**src/rtl/gpio_msg_link.sv**
```systemverilog
// gpio_msg_link: framed full-duplex serial message link over GPIO pins.
// Define GPIO_MSG_LINK_PARITY_EN to append an even-parity bit per frame.
module gpio_msg_link #(
  parameter int MSG_BITS    = 128,
  parameter int DIV         = 50,
  parameter int ACK_TIMEOUT = 16,
  parameter int ACK_HOLD    = 2
) (
  input  logic                clock,
  input  logic                RESETN,
  input  logic                send,
  input  logic [MSG_BITS-1:0] tx_message,
  output logic                busy,
  output logic                done,
  output logic                tx_error,
  output logic                tx_line,
  output logic                tx_sclk,
  output logic                tx_frame,
  input  logic                ack_in,
  input  logic                rx_line,
  input  logic                rx_sclk,
  input  logic                rx_frame,
  output logic                ack_out,
  output logic [MSG_BITS-1:0] rx_message,
  output logic                rx_valid,
  output logic                rx_error
);

`ifdef GPIO_MSG_LINK_PARITY_EN
  localparam int NB = MSG_BITS + 1;
`else
  localparam int NB = MSG_BITS;
`endif
  localparam int TMO = ACK_TIMEOUT * DIV;
  localparam int HLD = ACK_HOLD * DIV;
  localparam int CW  = $clog2(DIV);
  localparam int BW  = $clog2(NB + 2);
  localparam int TW  = $clog2(TMO + 1);
  localparam int HW  = $clog2(HLD + 1);

  typedef enum logic [1:0] {
    IDLE,
    SHIFT,
    WAIT_ACK
  } tx_state_t;

  tx_state_t     state;
  logic [NB-1:0] tx_word;
  logic [NB-1:0] tx_sr;
  logic [BW-1:0] tx_bit;
  logic [CW-1:0] tx_cyc;
  logic [CW-1:0] cyc_nx;
  logic [TW-1:0] tx_tmr;

  logic [1:0] ack_sy;
  logic [1:0] line_sy;
  logic [1:0] sclk_sy;
  logic [1:0] frame_sy;
  logic       ack_s;
  logic       line_s;
  logic       sclk_s;
  logic       frame_s;
  logic       sclk_d;
  logic       frame_d;

  logic [NB-1:0] rx_sr;
  logic [BW-1:0] rx_cnt;
  logic [HW-1:0] ack_tmr;
  logic          rx_good;

`ifdef GPIO_MSG_LINK_PARITY_EN
  assign tx_word = {^tx_message, tx_message};
  assign rx_good = (rx_cnt == BW'(NB)) && !(^rx_sr);
`else
  assign tx_word = tx_message;
  assign rx_good = (rx_cnt == BW'(NB));
`endif

  assign cyc_nx  = tx_cyc + 1'b1;
  assign ack_s   = ack_sy[1];
  assign line_s  = line_sy[1];
  assign sclk_s  = sclk_sy[1];
  assign frame_s = frame_sy[1];

  always_ff @(posedge clock or negedge RESETN) begin
    if (!RESETN) begin
      ack_sy   <= '0;
      line_sy  <= '0;
      sclk_sy  <= '0;
      frame_sy <= '0;
    end else begin
      ack_sy   <= {ack_sy[0], ack_in};
      line_sy  <= {line_sy[0], rx_line};
      sclk_sy  <= {sclk_sy[0], rx_sclk};
      frame_sy <= {frame_sy[0], rx_frame};
    end
  end

  // send is blocked during the done/tx_error pulse cycle
  always_ff @(posedge clock or negedge RESETN) begin
    if (!RESETN) begin
      state    <= IDLE;
      busy     <= 1'b0;
      done     <= 1'b0;
      tx_error <= 1'b0;
      tx_line  <= 1'b0;
      tx_sclk  <= 1'b0;
      tx_frame <= 1'b0;
      tx_sr    <= '0;
      tx_bit   <= '0;
      tx_cyc   <= '0;
      tx_tmr   <= '0;
    end else begin
      done     <= 1'b0;
      tx_error <= 1'b0;
      unique case (state)
        IDLE: begin
          if (send && !done && !tx_error) begin
            state    <= SHIFT;
            busy     <= 1'b1;
            tx_sr    <= tx_word;
            tx_line  <= tx_word[0];
            tx_sclk  <= 1'b0;
            tx_frame <= 1'b1;
            tx_bit   <= '0;
            tx_cyc   <= '0;
          end
        end
        SHIFT: begin
          if (tx_cyc == CW'(DIV - 1)) begin
            tx_cyc  <= '0;
            tx_sclk <= 1'b0;
            if (tx_bit == BW'(NB - 1)) begin
              state    <= WAIT_ACK;
              tx_frame <= 1'b0;
              tx_line  <= 1'b0;
              tx_tmr   <= '0;
            end else begin
              tx_bit  <= tx_bit + 1'b1;
              tx_sr   <= tx_sr >> 1;
              tx_line <= tx_sr[1];
            end
          end else begin
            tx_cyc  <= cyc_nx;
            tx_sclk <= (cyc_nx >= CW'(DIV / 2));
          end
        end
        WAIT_ACK: begin
          if (ack_s) begin
            state <= IDLE;
            busy  <= 1'b0;
            done  <= 1'b1;
          end else if (tx_tmr == TW'(TMO - 1)) begin
            state    <= IDLE;
            busy     <= 1'b0;
            tx_error <= 1'b1;
          end else begin
            tx_tmr <= tx_tmr + 1'b1;
          end
        end
        default: begin
          state <= IDLE;
          busy  <= 1'b0;
        end
      endcase
    end
  end

  always_ff @(posedge clock or negedge RESETN) begin
    if (!RESETN) begin
      sclk_d     <= 1'b0;
      frame_d    <= 1'b0;
      rx_sr      <= '0;
      rx_cnt     <= '0;
      ack_tmr    <= '0;
      ack_out    <= 1'b0;
      rx_message <= '0;
      rx_valid   <= 1'b0;
      rx_error   <= 1'b0;
    end else begin
      sclk_d   <= sclk_s;
      frame_d  <= frame_s;
      rx_valid <= 1'b0;
      rx_error <= 1'b0;
      if (ack_out) begin
        if (ack_tmr == HW'(HLD - 1))
          ack_out <= 1'b0;
        else
          ack_tmr <= ack_tmr + 1'b1;
      end
      if (frame_d && !frame_s) begin
        rx_cnt <= '0;
        if (rx_good) begin
          rx_message <= rx_sr[MSG_BITS-1:0];
          rx_valid   <= 1'b1;
          ack_out    <= 1'b1;
          ack_tmr    <= '0;
        end else begin
          rx_error <= 1'b1;
        end
      end else if (frame_s && sclk_s && !sclk_d) begin
        rx_sr <= {line_s, rx_sr[NB-1:1]};
        if (rx_cnt != BW'(NB + 1))
          rx_cnt <= rx_cnt + 1'b1;
      end
    end
  end

endmodule

```
**config.mk**
```make
export PLATFORM = sky130hd
export DESIGN_NAME = gpio_msg_link
export DESIGN_NICKNAME = d
export VERILOG_FILES = /design/src/rtl/gpio_msg_link.sv
export SDC_FILE = /design/constraint.sdc
export NUM_CORES = 1
export LEC_CHECK = 0
export ABC_CLOCK_PERIOD_IN_PS = 5240
export CORE_ASPECT_RATIO = 1.2
export CORE_MARGIN = 2
export CORE_UTILIZATION = 45
export DETAILED_ROUTE_END_ITERATION = 7
export GPL_TIMING_DRIVEN = 0
export PLACE_DENSITY_LB_ADDON = 0.12
export SLEW_MARGIN = 20
export SYNTH_ARGS = -nofsm -noshare
export SYNTH_HDL_FRONTEND = slang
export SYNTH_SLANG_ARGS = --single-unit
```
**constraint.sdc**
```tcl
create_clock -name clock -period 5.24 [get_ports clock]
set_input_delay 1.048 -clock clock [delete_from_list [all_inputs] [get_ports clock]]
set_output_delay 1.048 -clock clock [all_outputs]
set_load 0.01 [all_outputs]
```
; Word level (Yosys, flattened, before mapping)
; Index checks and enable logic that the tools add are counted.
[word_totals]
wordCells = 127
in_bits = 135
output_inout_bits = 137
reg_bits = 444
[op_classes]
mux = 56
addsub = 5
n_lt_le_gt_ge = 1
reduce_logical = 24
eq_ne = 15
bitwise_logic = 2
[ops]
columns = cell, count
row1 = $mux W128, 3
row2 = $pmux W128 S2, 1
row3 = $mux W8, 6
row4 = $mux W10, 4
row5 = $mux W7, 4
row6 = $mux W1, 23
row7 = $pmux W10 S2, 1
row8 = $add A8 B1 Y8 const B, 2
row9 = $pmux W8 S2, 1
row10 = $mux W6, 2
row11 = $ne A2 B2 Y1 const B, 6
row12 = $pmux W6 S2, 1
row13 = $reduce_and A4 Y1, 3
row14 = $add A10 B1 Y10 const B, 1
row15 = $eq A10 B10 Y1 const B, 1
row16 = $mux W2, 5
row17 = $eq A8 B7 Y1 const B, 1
row18 = $eq A8 B8 Y1 const B, 1
row19 = $ne A8 B8 Y1 const B, 1
row20 = $reduce_and A2 Y1, 4
row21 = $reduce_bool A2 Y1, 4
row22 = $add A7 B1 Y7 const B, 1
row23 = $eq A7 B7 Y1 const B, 1
row24 = $add A6 B1 Y6 const B, 1
row25 = other kinds (14), 25

; Longest topological paths before layout
[logic_depth]
ltp_word = 5
depth_mapped = 7
depth_no_buf = 5

; Worst setup path before layout
; Ideal clock, no wire load.
[synth_timing]
path_kind = input port to flip-flop
startpoint = input send
endpoint = register tx_sr[100]
slack_ps = 2844
stages = 6
t_arrival_ps = 2269
path_buffers = 2
path_cell_list = nor4b_1 nand2_1 o21ai_2 buf_6 buf_6 mux2_1
[synth_between]
elab_chain_len = 4
[synth_lines]
columns = element, line_no
row1 = "start, declared", 11  ; input logic send,
row2 = $logic_and A1 B1 Y1 (2 in series), 118  ; if (send && !done && !tx_error) begin
row3 = $ne A2 B2 Y1 (no source line), -
row4 = $reduce_and A4 Y1 (no source line), -
row5 = "end signal, assigned", 121  ; tx_sr <= tx_word;
row6 = "end signal, assigned", 140  ; tx_sr <= tx_sr >> 1;
row7 = "end, declared", 49  ; logic [NB-1:0] tx_sr;
; No other way between the ends.
; A chain may end at the register's enable or synchronous reset.

; Worst setup path after layout
[layout_timing]
startpoint = input send
endpoint = register tx_sr[126]
; Same word-level chain as after synthesis.

==> impl_results.md <==
- CTS clk-pin slew, worst paths: approximately 0.060 ns
- First-pass GRT wire length: between 60 and 70 mm
- Detail Placement HPWL: around 29 mm
- Max Cap Viol: 0
- Final min period: ~2.8 ns
- CTS Buf Count: 46
- Number of synthesized flops with an enable pin: 0
- CP Launch Type: input port
- First DRT Iteration DRCs: between 600 and 700
- Final Routed Wirelength: a little over 40 mm
- GR Overflow Total: 0
- Core area: ~41000 sq um
- I/O Buffers: between 200 and 300
- Tcrit/Tclk final: 54.28%
- Flop pwr share: around 50%
- Slew headroom: 48.75%
- Total Power: approximately 6.9 mW
- Nets: ~2200
- Crit-path most repeated cell: buf_6
- ANT nets after route: 0
- Die area: ~43000 sq um
- RSZ-0062 raised after global routing: false
- Initial antenna violation count: 1
- Post-cts resize count: 0
- Synth cell types: between 50 and 60
- Total track usage: about a fifth
- DRC: 0
- Maximum clock path buffer count: 3
- Non-Filler Instances: around 2700
- Final hold violations: 0
- Sw Share: between 20% and 30%
- P per Cell Area: 291.3 nW/um^2
- Clock share of power: ~46%
- Die height: 226.8 um
- # rows: 81
- Skew-Pair Late Insertion Delay: 0.55 ns
- Die Span X: between 150 and 200 um
- Syn avg cell area: roughly 10 sq um
- Area delta synth->final: 26.79%
- Setup violators final: 0
- Dominant synthesized flop cell: dfrtp_1
- Share of layout cells above drive strength 1: about 15%
- Starting Density: approximately 46%
- Max stage delay on crit path: ~0.5 ns
- Synth top area cells: dfrtp_1 (60%), nand2_1 (16%), mux2_2 (13%)
- Status: completed
- CTS tree: done
- Vias per std cell: roughly 5.0
- Syn Std Cell Area: 18620 sq um
- Pre-antenna DRT Iters: 5
- Post-synthesis sequential area ratio: 59.55%
- Worst slew pin tran: 0.7688 ns
- Post-CTS Setup Bufs: 0
- Sink Count: around 440
- Largest net degree at the start of global routing: between 100 and 150
- Synth top area share: slightly below 60%
- Final Skew: 0.01192 ns
- Area occupied by multi-input gates: a little over 7000 sq um
- IO Pins: 272
- Vias in the first global route: 13120
- F_max: around 350 MHz
- Int Power: 5.425 mW
- Max FO, Critical Path: 10
- Net Sw Power: ~1.5 mW
- Setup crit end kind: flip-flop
- Yosys warns: 0
- Clk root buf: clkbuf_16
- Most instantiated cells after synthesis: nand2_1 (781), dfrtp_1 (443), mux2_2 (215)
- CP max stage cell: nor4b_1
- Via count: between 10000 and 15000
- Combinational share of power: under 10%
- Register bit count reported by yosys: around 440
- CP cell instances: clkdlybuf4s50_1 -> nor4b_1 -> nand2_1 -> o21ai_2 -> buf_6 -> buf_6 -> mux2_1
- Cts hold-fix bufs: 0
- Avg WL per Cell: 15.43 um
- Setup CP Type: in2reg
- Worst Path Arrival: 3.26 ns
- Syn nets: ~1900
- Count leader, synth: nand2_1
- Ys async rst share: 100.0%
- Max VDD drop: between 0.2 and 0.25 mV
- Fillers: approximately 3500
- Htree depth: 2
- Cell taking the most area after synthesis: dfrtp_1
- Final GP Congestion: ~0.8
- Fin. max-slew vios: 0
- Cell leakage power: approximately 11 nW
- Syn Inst Count: around 1800
- Inst Count DP: 2588
- Critical Path RT: ~5.7 ns
- HP Class: reg2reg
- Flip-flop and latch area: approximately 11000 sq um
sequential cells by signal, summed over array words and instances, names as in the netlist, 6 cells and up:
register	count
rx_message	128
rx_sr	128
tx_sr	127
tx_tmr	10
rx_cnt	8
tx_bit	8
ack_tmr	7
tx_cyc	6
stage by stage:
step / util [%] / hold WS (ns) / setup WS (ns) / area (sq um) / TNS [ns]
global route: 57.93 / 0.3522 / 2.223 / 23600 / 0
finish: 57.93 / 0.3471 / 2.396 / 23600 / 0
detailed placement: 54.29 / 0.3387 / 1.843 / 22120 / 0
global placement: 54.00 / 0.3357 / -16.35 / 22000 / -7219.41
floorplan: - / 0.3312 / 2.844 / 18620 / 0
CTS: 57.93 / 0.3531 / 2.339 / 23600 / 0
final timing paths:
check | start | to | slack [ns] | cells past startpoint
min | frame_sy[0]$_DFF_PN0_ | frame_sy[1]$_DFF_PN0_ | 0.35 | 0
min reg2reg | frame_sy[0]$_DFF_PN0_ | frame_sy[1]$_DFF_PN0_ | 0.35 | 0
max in group asynchronous | RESETN | rx_message[83]$_DFFE_PN0P_ | 3.06 | 4
min in group asynchronous | RESETN | tx_tmr[5]$_DFFE_PN0P_ | 0.47 | 1
max | send | tx_sr[126]$_DFFE_PN0P_ | 2.40 | 7
max reg2reg | state[0]$_DFFE_PN0P_ | tx_sr[126]$_DFFE_PN0P_ | 2.74 | 7
metal layers:
layer	up-vias	global-route usage [%]	wire, um
li1	6419	-	-
met1	6469	25.89	18490
met2	290	31.80	19390
met3	57	4.705	2488
met4	0	5.151	823
met5	-	0	0
placed cells by master, fill, tap and decap left out, drive strengths merged, types with 5 or more instances in the layout:
cell type      synthesis  layout
mux2                 255     255
inv                   16      18
nand2                781     781
a21oi                 17      17
nand3                 14      14
nor3                   5       5
clkdlybuf4s50          0     270
nor2                  21      21
buf                   33      38
o21ai                 17      17
ha                     9       9
dfrtp                443     443
or3                    6       6
a31oi                  6       6
or4                    6       6
mux2i                  5       5
clkbuf                62     135
xor2                   8       8
o31ai                  7       7
nand4                 11      11
and3                   5       5
worst max-delay path, delay by kind of cell:
kind / cells / cell delay [ns]
compound gates: 1 / 0.27
buf+inv: 3 / 0.89
simple gates: 2 / 0.72
mux: 1 / 0.34
final cells by class:
type / count / area share [%]
repair buffers: 275 / 11.98
plain buffers: 95 / 1.776
clock inverters: 8 / 0.3817
clock buffers: 73 / 5.900
multi-input cells: 1220 / 29.87
well taps: 539 / 2.857
flip-flops and latches: 443 / 46.97
inverters: 16 / 0.2545
diodes: 1 / 0.01060
kinds of logic (layout without fill, tap and decap cells):
logic type | Yosys count | in the layout | synth area share [%]
and+or+nand+nor | 874 | 874 | 18.75
muxes | 260 | 260 | 15.69
buffers and inverters | 111 | 467 | 2.574
xor gates and xnor gates | 12 | 12 | 0.5646
other | 0 | 1 | 0
DFF | 443 | 443 | 59.55
AOI/OAI and AO/OA | 65 | 65 | 2.259
adders and majority gates | 9 | 9 | 0.6049
power groups by stage:
stage	clock [mW]	sequential, mW	combinational (mW)
4_1_cts	3.27	3.46	0.248
3_5_place_dp	0	3.52	0.245
3_3_place_gp	0	3.53	0.233
2_1_floorplan	0	3.52	0.0418
6_report	3.18	3.46	0.240
5_1_grt	3.42	3.46	0.270
No activity file was read; power rests on OpenSTA's default activity.
